## config.mk

```make
export PLATFORM = sky130hd
export DESIGN_NAME = mem_port_arbiter_flat
export DESIGN_NICKNAME = d
export VERILOG_FILES = /design/src/rtl/mem_port_arbiter_if.sv /design/src/rtl/mem_port_arbiter.sv /design/src/flat_wrapper.sv
export SDC_FILE = /design/constraint.sdc
export NUM_CORES = 1
export LEC_CHECK = 0
export ABC_AREA = 1
export BUFFER_PORTS_ARGS = -buffer_cell sky130_fd_sc_hd__buf_2
export CAP_MARGIN = 20
export CORE_ASPECT_RATIO = 1.75
export CORE_MARGIN = 2
export CORE_UTILIZATION = 40
export CTS_BUF_LIST = sky130_fd_sc_hd__clkbuf_4
export CTS_CLUSTER_SIZE = 30
export DETAILED_ROUTE_END_ITERATION = 6
export PLACE_DENSITY = 0.79
export SLEW_MARGIN = 20
export SYNTH_ARGS = -nofsm -noshare
export SYNTH_HDL_FRONTEND = slang
export SYNTH_SLANG_ARGS = --single-unit
export TNS_END_PERCENT = 5
```

## constraint.sdc

```tcl
create_clock -name i_clk -period 1.65 [get_ports i_clk]
set_input_delay 0.165 -clock i_clk [delete_from_list [all_inputs] [get_ports i_clk]]
set_output_delay 0.165 -clock i_clk [all_outputs]
set_load 0.01 [all_outputs]
```

## src/rtl/mem_port_arbiter_if.sv

```systemverilog
// mem_port_arbiter_if
//   Bundles the two upstream submit/ack ports (fetch I, data D) and the shared
//   downstream memory bus into one interface.
//   Modports:
//     master - the arbiter's view: takes submits and bus acks, drives upstream
//              acks/data and the registered bus request.
//     slave  - the environment's view (core fetch/mem stages plus memory).
//   Signals:
//     i_i_addr/i_i_submit              fetch request (address valid with the pulse)
//     o_i_data/o_i_ack                 fetch completion and read data
//     i_d_addr/i_d_wdata/i_d_we/i_d_submit  data request (valid with the pulse)
//     o_d_data/o_d_ack                 data completion and read data
//     o_bus_cyc/o_bus_addr/o_bus_wdata/o_bus_we/o_bus_ispace  bus request
//     i_bus_ack/i_bus_rdata            bus completion pulse and read data
interface mem_port_arbiter_if #(
  parameter int RW     = 16,
  parameter int I_SIZE = 32
) ();
  logic [RW-1:0]     i_i_addr;
  logic              i_i_submit;
  logic [I_SIZE-1:0] o_i_data;
  logic              o_i_ack;
  logic [RW-1:0]     i_d_addr;
  logic [RW-1:0]     i_d_wdata;
  logic              i_d_we;
  logic              i_d_submit;
  logic [RW-1:0]     o_d_data;
  logic              o_d_ack;
  logic              o_bus_cyc;
  logic [RW-1:0]     o_bus_addr;
  logic [RW-1:0]     o_bus_wdata;
  logic              o_bus_we;
  logic              o_bus_ispace;
  logic              i_bus_ack;
  logic [I_SIZE-1:0] i_bus_rdata;

  modport master (
    input  i_i_addr, i_i_submit, i_d_addr, i_d_wdata, i_d_we, i_d_submit,
    input  i_bus_ack, i_bus_rdata,
    output o_i_data, o_i_ack, o_d_data, o_d_ack,
    output o_bus_cyc, o_bus_addr, o_bus_wdata, o_bus_we, o_bus_ispace
  );

  modport slave (
    output i_i_addr, i_i_submit, i_d_addr, i_d_wdata, i_d_we, i_d_submit,
    output i_bus_ack, i_bus_rdata,
    input  o_i_data, o_i_ack, o_d_data, o_d_ack,
    input  o_bus_cyc, o_bus_addr, o_bus_wdata, o_bus_we, o_bus_ispace
  );
endinterface

```

## src/rtl/mem_port_arbiter.sv

```systemverilog
// mem_port_arbiter
//   Shares one memory bus between the instruction-fetch port (I) and the
//   data port (D). Each port has a one-entry pending slot (latest submit
//   wins). One transaction runs at a time; D has priority, except that after
//   STARVE_LIMIT consecutive D grants made while I was waiting, I wins.
//   Ports:
//     i_clk  clock
//     i_rst  synchronous active-high reset
//     bus    mem_port_arbiter_if.master (upstream ports + downstream bus)
module mem_port_arbiter #(
  parameter int RW           = 16,
  parameter int I_SIZE       = 32,
  parameter int STARVE_LIMIT = 4
) (
  input logic                i_clk,
  input logic                i_rst,
  mem_port_arbiter_if.master bus
);

  localparam int            SW         = $clog2(STARVE_LIMIT + 1);
  localparam logic [SW-1:0] STARVE_MAX = SW'(STARVE_LIMIT);

  typedef enum logic [1:0] {IDLE, BUSY_I, BUSY_D} state_e;

  state_e          state_q, state_d;
  logic            i_vld_q, i_vld_d;
  logic [RW-1:0]   i_addr_q, i_addr_d;
  logic            d_vld_q, d_vld_d;
  logic [RW-1:0]   d_addr_q, d_addr_d;
  logic [RW-1:0]   d_wdata_q, d_wdata_d;
  logic            d_we_q, d_we_d;
  logic [SW-1:0]   starve_q, starve_d;
  logic            bus_cyc_q, bus_cyc_d;
  logic [RW-1:0]   bus_addr_q, bus_addr_d;
  logic [RW-1:0]   bus_wdata_q, bus_wdata_d;
  logic            bus_we_q, bus_we_d;
  logic            bus_ispace_q, bus_ispace_d;
  logic            arb_en;

  // A grant decision is made whenever the bus is free at this edge: idle, or
  // the current transaction completes now. A bus ack while idle is harmless
  // here because it does not change what an idle arbitration would do.
  assign arb_en = (state_q == IDLE) || bus.i_bus_ack;

  // Upstream acks are combinational from the bus ack; reset suppresses them.
  assign bus.o_i_ack  = (state_q == BUSY_I) && bus.i_bus_ack && !i_rst;
  assign bus.o_d_ack  = (state_q == BUSY_D) && bus.i_bus_ack && !i_rst;
  assign bus.o_i_data = bus.i_bus_rdata;
  assign bus.o_d_data = bus.i_bus_rdata[RW-1:0];

  assign bus.o_bus_cyc    = bus_cyc_q;
  assign bus.o_bus_addr   = bus_addr_q;
  assign bus.o_bus_wdata  = bus_wdata_q;
  assign bus.o_bus_we     = bus_we_q;
  assign bus.o_bus_ispace = bus_ispace_q;

  always_comb begin
    // NOTE: every signal gets a default first, so no path can infer a latch.
    state_d      = state_q;
    i_vld_d      = i_vld_q;
    i_addr_d     = i_addr_q;
    d_vld_d      = d_vld_q;
    d_addr_d     = d_addr_q;
    d_wdata_d    = d_wdata_q;
    d_we_d       = d_we_q;
    starve_d     = starve_q;
    bus_cyc_d    = bus_cyc_q;
    bus_addr_d   = bus_addr_q;
    bus_wdata_d  = bus_wdata_q;
    bus_we_d     = bus_we_q;
    bus_ispace_d = bus_ispace_q;

    // Same-cycle submits join the candidates and overwrite an unissued slot.
    if (bus.i_i_submit) begin
      i_vld_d  = 1'b1;
      i_addr_d = bus.i_i_addr;
    end
    if (bus.i_d_submit) begin
      d_vld_d   = 1'b1;
      d_addr_d  = bus.i_d_addr;
      d_wdata_d = bus.i_d_wdata;
      d_we_d    = bus.i_d_we;
    end

    if (arb_en) begin
      if (i_vld_d && (!d_vld_d || starve_q == STARVE_MAX)) begin
        state_d      = BUSY_I;
        i_vld_d      = 1'b0;
        starve_d     = '0;
        bus_cyc_d    = 1'b1;
        bus_addr_d   = i_addr_d;
        bus_wdata_d  = '0;
        bus_we_d     = 1'b0;
        bus_ispace_d = 1'b1;
      end else if (d_vld_d) begin
        state_d      = BUSY_D;
        d_vld_d      = 1'b0;
        // Count only D grants that make a waiting fetch wait longer.
        if (!i_vld_d)                   starve_d = '0;
        else if (starve_q != STARVE_MAX) starve_d = starve_q + SW'(1);
        bus_cyc_d    = 1'b1;
        bus_addr_d   = d_addr_d;
        bus_wdata_d  = d_wdata_d;
        bus_we_d     = d_we_d;
        bus_ispace_d = 1'b0;
      end else begin
        state_d   = IDLE;
        bus_cyc_d = 1'b0;
      end
    end
  end

  // NOTE: sequential state uses non-blocking assignments only, so every
  // register samples its pre-edge inputs regardless of statement order.
  always_ff @(posedge i_clk) begin
    if (i_rst) begin
      state_q      <= IDLE;
      i_vld_q      <= 1'b0;
      i_addr_q     <= '0;
      d_vld_q      <= 1'b0;
      d_addr_q     <= '0;
      d_wdata_q    <= '0;
      d_we_q       <= 1'b0;
      starve_q     <= '0;
      bus_cyc_q    <= 1'b0;
      bus_addr_q   <= '0;
      bus_wdata_q  <= '0;
      bus_we_q     <= 1'b0;
      bus_ispace_q <= 1'b0;
    end else begin
      state_q      <= state_d;
      i_vld_q      <= i_vld_d;
      i_addr_q     <= i_addr_d;
      d_vld_q      <= d_vld_d;
      d_addr_q     <= d_addr_d;
      d_wdata_q    <= d_wdata_d;
      d_we_q       <= d_we_d;
      starve_q     <= starve_d;
      bus_cyc_q    <= bus_cyc_d;
      bus_addr_q   <= bus_addr_d;
      bus_wdata_q  <= bus_wdata_d;
      bus_we_q     <= bus_we_d;
      bus_ispace_q <= bus_ispace_d;
    end
  end

endmodule
```

## src/flat_wrapper.sv

```systemverilog
// flat-port wrapper written by rule: the top's interface ports become plain ports
module mem_port_arbiter_flat 
#(
  parameter int RW           = 16,
  parameter int I_SIZE       = 32,
  parameter int STARVE_LIMIT = 4
)
  (i_clk, i_rst, bus_i_i_addr, bus_i_i_submit, bus_i_d_addr, bus_i_d_wdata, bus_i_d_we, bus_i_d_submit, bus_i_bus_ack, bus_i_bus_rdata, bus_o_i_data, bus_o_i_ack, bus_o_d_data, bus_o_d_ack, bus_o_bus_cyc, bus_o_bus_addr, bus_o_bus_wdata, bus_o_bus_we, bus_o_bus_ispace);
  mem_port_arbiter_if #(.RW(RW), .I_SIZE(I_SIZE)) bus_i ();
  input logic i_clk;
  input logic i_rst;
  input wire logic [$bits(bus_i.i_i_addr)-1:0] bus_i_i_addr;
  input wire logic [$bits(bus_i.i_i_submit)-1:0] bus_i_i_submit;
  input wire logic [$bits(bus_i.i_d_addr)-1:0] bus_i_d_addr;
  input wire logic [$bits(bus_i.i_d_wdata)-1:0] bus_i_d_wdata;
  input wire logic [$bits(bus_i.i_d_we)-1:0] bus_i_d_we;
  input wire logic [$bits(bus_i.i_d_submit)-1:0] bus_i_d_submit;
  input wire logic [$bits(bus_i.i_bus_ack)-1:0] bus_i_bus_ack;
  input wire logic [$bits(bus_i.i_bus_rdata)-1:0] bus_i_bus_rdata;
  output wire logic [$bits(bus_i.o_i_data)-1:0] bus_o_i_data;
  output wire logic [$bits(bus_i.o_i_ack)-1:0] bus_o_i_ack;
  output wire logic [$bits(bus_i.o_d_data)-1:0] bus_o_d_data;
  output wire logic [$bits(bus_i.o_d_ack)-1:0] bus_o_d_ack;
  output wire logic [$bits(bus_i.o_bus_cyc)-1:0] bus_o_bus_cyc;
  output wire logic [$bits(bus_i.o_bus_addr)-1:0] bus_o_bus_addr;
  output wire logic [$bits(bus_i.o_bus_wdata)-1:0] bus_o_bus_wdata;
  output wire logic [$bits(bus_i.o_bus_we)-1:0] bus_o_bus_we;
  output wire logic [$bits(bus_i.o_bus_ispace)-1:0] bus_o_bus_ispace;
  assign bus_i.i_i_addr = bus_i_i_addr;
  assign bus_i.i_i_submit = bus_i_i_submit;
  assign bus_i.i_d_addr = bus_i_d_addr;
  assign bus_i.i_d_wdata = bus_i_d_wdata;
  assign bus_i.i_d_we = bus_i_d_we;
  assign bus_i.i_d_submit = bus_i_d_submit;
  assign bus_i.i_bus_ack = bus_i_bus_ack;
  assign bus_i.i_bus_rdata = bus_i_bus_rdata;
  assign bus_o_i_data = bus_i.o_i_data;
  assign bus_o_i_ack = bus_i.o_i_ack;
  assign bus_o_d_data = bus_i.o_d_data;
  assign bus_o_d_ack = bus_i.o_d_ack;
  assign bus_o_bus_cyc = bus_i.o_bus_cyc;
  assign bus_o_bus_addr = bus_i.o_bus_addr;
  assign bus_o_bus_wdata = bus_i.o_bus_wdata;
  assign bus_o_bus_we = bus_i.o_bus_we;
  assign bus_o_bus_ispace = bus_i.o_bus_ispace;
  mem_port_arbiter #(.RW(RW), .I_SIZE(I_SIZE), .STARVE_LIMIT(STARVE_LIMIT)) u_core (.i_clk(i_clk), .i_rst(i_rst), .bus(bus_i));
endmodule
```

# == Word-level counts from Yosys, hierarchy flattened ==
# Index checks and enable logic that the tools add are counted.
# totals
register_bits,91
inputBits,86
output_inout_bits,85
word_cells,58
# op_classes
n_addsub,1
n_eq_ne,5
mux,26
n_reduce_logical,13
# ops
op,count
two-way mux 16 bit,7
two-way mux 1 bit,13
two-way mux 3 bit,4
!= test 3 bit (second input constant),2
logical AND 1 bit,5
two-way mux 2 bit,2
adder 3 x 1 -> 3 bit (second input constant),1
equality test 3 bit (second input constant),1
AND reduction 3 bit,1
equality test 2 x 1 -> 1 bit (second input constant),1
equality test 2 bit (second input constant),1
zero test 1 bit,2
zero test 2 bit,1
logical OR 1 bit,2
AND reduction 2 bit,1
nonzero test 2 bit,1

# == Longest topological paths before layout ==
# depth
depth_word,6
ltp_mapped,10
depth_no_buf,9

# == Worst setup path after synthesis ==
# OpenSTA, ideal clock, no wires.
# synth_path
kind,register to register
from,register u_core.starve_q[0]
to,"register u_core.bus_ispace_q, in the netlist u_core.bus.o_bus_ispace"
setup_ns,0.116
t_arrival_ns,1.175
required_ns,1.534
setup_slack_ns,0.359
stages_incl_launch_ff,10
n_path_buf,1
synth_period_minus_slack_ns,1.291
path_cell_list,dfxtp_1 > inv_1 > ha_1 > nand2_1 > nand2_4 > nand2_4 > nand2_4 > inv_6 > buf_6 > nor2_1
# synth_between
elab_chain_len,5
elab_cells_between_ends,6
classes_between,eq/ne: 1; mux: 1; reduce/logical: 4
# synth_rtl
item,line,rtl
from (decl),mem_port_arbiter.sv:32,"logic [SW-1:0] starve_q, starve_d;"
from (signal assigned),mem_port_arbiter.sv:138,starve_q <= starve_d;
equality test 3 bit *,mem_port_arbiter.sv:86,if (i_vld_d && (!d_vld_d || starve_q == STARVE_MAX)) begin
logical OR 1 bit *,mem_port_arbiter.sv:86,
logical AND 1 bit *,mem_port_arbiter.sv:86,
nonzero test 2 bit (no source line),--,
AND reduction 2 bit (no source line),--,
to (signal assigned),mem_port_arbiter.sv:143,bus_ispace_q <= bus_ispace_d;
to (decl),mem_port_arbiter.sv:37,"logic bus_ispace_q, bus_ispace_d;"
# Mark *: on every way between the ends. The rest lies on a longest branch, timed or not.
# A chain may end at the register's enable or synchronous reset.

# == Worst setup path after layout ==
# layout_path
from,register u_core.state_q[0]
to,output port bus_o_i_ack
# layout_between
elab_chain_len,3
# layout_rtl
item,line,rtl
from (decl),mem_port_arbiter.sv:25,"state_e state_q, state_d;"
from (signal assigned),mem_port_arbiter.sv:131,state_q <= state_d;
equality test 2 x 1 -> 1 bit,mem_port_arbiter.sv:46,assign bus.o_i_ack = (state_q == BUSY_I) && bus.i_bus_ack && !i_rst;
logical AND 1 bit (2 in a row),mem_port_arbiter.sv:46,
to (decl),flat_wrapper.sv:21,output wire logic [$bits(bus_i.o_i_ack)-1:0] bus_o_i_ack;
# No other way between the ends.

==> metrics.md <==
| Metric | Value |
|---|---|
| Outcome | `complete, no violations` |
| Final worst-path cycle share | `91.43%` |
| Synthesized Nets | `654` |
| RSZ-0062 raised after global routing | `no` |
| Core Footprint | `9910 um^2` |
| VDD IR max | `755.3 uV` |
| Clock sink count | `91` |
| Fin nets | `738` |
| FP Rows | `48` |
| CP Launch Type | `flop` |
| Clock Tree Buf Depth | `2` |
| Gr usage total | `19.91%` |
| Cell count along the critical path | `3` |
| Initial DRC count | `395` |
| Mapped Area | `4098 um^2` |
| Skew-Pair Late Insertion Delay | `460 ps` |
| DR DRC count | `0` |
| Drt via density | `4.880` |
| Most common cell in the netlist | `nand2_1` |
| Worst Path Arrival | `1340 ps` |
| Combinational share of power | `20.7%` |
| Sw power | `1.424 mW` |
| Post-synth top area share | `44.46%` |
| Pleak | `2.531 nW` |
| Post-layout min period | `1509 ps` |
| Hold Vio Cnt, Final | `0` |
| Mean Syn Cell Area | `7.240 um^2` |
| Yosys warns | `0` |
| PwrDens | `943.8 nW/um^2` |
| Largest net degree at the start of global routing | `53` |
| Initial DRT Pass Iterations | `5` |
| Synth top cells by count | `174 x nand2_1, 91 x dfxtp_1, 53 x a21oi_1, 51 x nand3_1, 50 x buf_4` |
| Register bit total from synthesis | `91` |
| Die width | `80.51 um` |
| Least-Margin Pin Slew | `542.3 ps` |
| Yosys top cell by area | `dfxtp_1` |
| Via count | `3811` |
| Grt ovf | `0` |
| # IOs | `171` |
| Critical path class | `reg2out` |
| Worst hold-check path type | `in2reg` |
| Final count of negative-setup-slack endpoints | `0` |
| Final antenna-violating net count | `0` |
| Ys async rst share | `0%` |
| Pint | `3.222 mW` |
| Port Buf Inserts | `90` |
| Routed WL | `11130 um` |
| Die area | `11100 um^2` |
| EDFF count, synth | `0` |
| HPWL after DPL | `7367 um` |
| Rel. slew slack | `63.85%` |
| Wire length per cell | `14.25 um` |
| Total power | `4.646 mW` |
| Max_cap viols | `0` |
| Final Slew Violations | `0` |
| Worst reg-to-reg path cell count | `9` |
| Layout Skew | `11.93 ps` |
| Clock power share | `26.5%` |
| Worst-path clk slew | `140 ps` |
| Critical path buffers and inverters | `2` |
| Sequential power share | `52.8%` |
| Routability congestion estimate from global placement | `0.8413` |
| Synth top area cells | `dfxtp_1 44%, nand2_1 16%, buf_4 9.2%, a21oi_1 6.5%, nand3_1 6.2%` |
| Die Ht | `137.9 um` |
| Slowest CP cell | `dfxtp_1` |
| Clk root buf | `clkbuf_4` |
| Minimum hold slack | `18.08 ps` |
| CTS HTree Levels | `3` |
| Vias in the first global route | `3678` |
| Area grow syn2layout | `20.12%` |
| First-pass GRT wire length | `17090 um` |
| TritonCTS clock tree | `yes` |
| Endpoint class of the critical path | `output pin` |
| Crit-path max FO | `3` |
| Cells on Worst Hold Path | `3` |
| Max frequency | `662.8 MHz` |
| Main synth FF type | `dfxtp_1` |
| Sw Ratio | `30.65%` |
| CP peak stage delay | `420 ps` |
| Delay-heaviest family, CP | `flip-flops` |
| Synth cell types | `23` |
| Num CTS Buffers | `9` |
| Worst EP required | `1480 ps` |
| Total negative slack | `0 ps` |
| Initial cell density of the core | `41.35%` |
| Layout cells sized above 1 | `19.54%` |
| Cells after Synth | `566` |
| Initial antenna violation count | `1` |
| Core Util, Final | `49.67%` |
| Worst path cell trace | `inv_1, nor3_1, buf_2` |
| Seq/Total Area, Yosys | `44.46%` |
## stage by stage
step	instances	cell area [um^2]	setup WS, ps
2_1_floorplan	566	4098	359.0
3_3_place_gp	714	4268	174.9
3_5_place_dp	714	4268	91.60
4_1_cts	777	4873	57.33
5_1_grt	781	4922	44.09
6_report	781	4922	141.3
## cell usage in the layout (no fill, tap or decap)
master,count
inv_4,1
nor2_1,40
nand2_1,173
a211oi_1,1
ha_1,2
dlygate4sd3_1,47
buf_2,90
clkinv_1,3
buf_12,1
o21ai_0,19
nor2_4,1
nand2_4,3
inv_6,3
dfxtp_1,91
a21oi_1,53
bufinv_16,1
nand2_8,2
diode_2,1
nand2_2,2
clkinv_4,2
inv_2,1
o21ai_4,1
nor3_1,2
nand4_1,1
buf_4,10
inv_1,44
clkbuf_4,9
nand3_1,51
nor2_8,1
## layer usage
layer	wire [um]	global-route usage, %
met1	3972	21.10
met2	5555	33.70
met3	829	4.297
met4	771	15.44
met5	0	0
## sequential cells by signal (all words and copies together) (netlist names), 2 cells and up
register                flops
u_core.bus.o_bus_addr      16
u_core.bus.o_bus_wdata     16
u_core.d_addr_q            16
u_core.d_wdata_q           16
u_core.i_addr_q            16
u_core.starve_q             3
u_core.state_q              2
## timing repair
item                                    in CTS  in global routing
hold buffers                                47                  0
endpoints found under the setup margin       0                 19
setup buffers                                0                  2
endpoints found under the hold margin       47                  0
gates resized for setup                      0                  3
## cells by family (layout without fill, tap and decap cells)
logic type	Yosys count	in the layout	synth area share, %
simple gates	275	276	28.24
buf+inv	124	212	17.31
flops	91	91	44.46
compound gates	74	74	9.374
fa+ha+maj	2	2	0.6106
other cells	0	1	0
## final cells by class
cell class              count  area, um^2
flip-flops and latches     91        1822
fillers                   966        4987
well taps                 125       156.4
clock inverters             7       67.56
repair buffers            148        1016
inverters                  48       192.7
clock buffers               9       67.56
diodes                      1       2.502
multi-input cells         352        1598
## worst min-delay path, cell delays in order
cell and delay, ps:
buf_2 90, nor2_1 40, nor2_1 140
## final timing paths
| path | start | end | slack, ps |
|---|---|---|---|
| max | u_core.state_q[0]$_SDFFE_PP0N_ | bus_o_i_ack | 140 |
| min | bus_i_d_wdata[15] | u_core.d_wdata_q[15]$_SDFF_PP0_ | 20 |
| max reg2reg | u_core.starve_q[0]$_SDFFE_PP0P_ | u_core.bus.o_bus_wdata[14]$_SDFFE_PP0P_ | 170 |
| min reg2reg | u_core.bus.o_bus_cyc$_SDFFE_PP0N_ | u_core.bus.o_bus_cyc$_SDFFE_PP0N_ | 470 |
## power groups by stage
stage | combinational [mW] | sequential (mW) | clock [mW]
2_1_floorplan | 0.632 | 2.54 | 0
3_3_place_gp | 0.823 | 2.50 | 0
3_5_place_dp | 0.843 | 2.50 | 0
4_1_cts | 0.932 | 2.45 | 1.24
5_1_grt | 1.07 | 2.47 | 1.33
6_report | 0.961 | 2.46 | 1.23
Note: power is estimated with default switching activity, not from simulation.
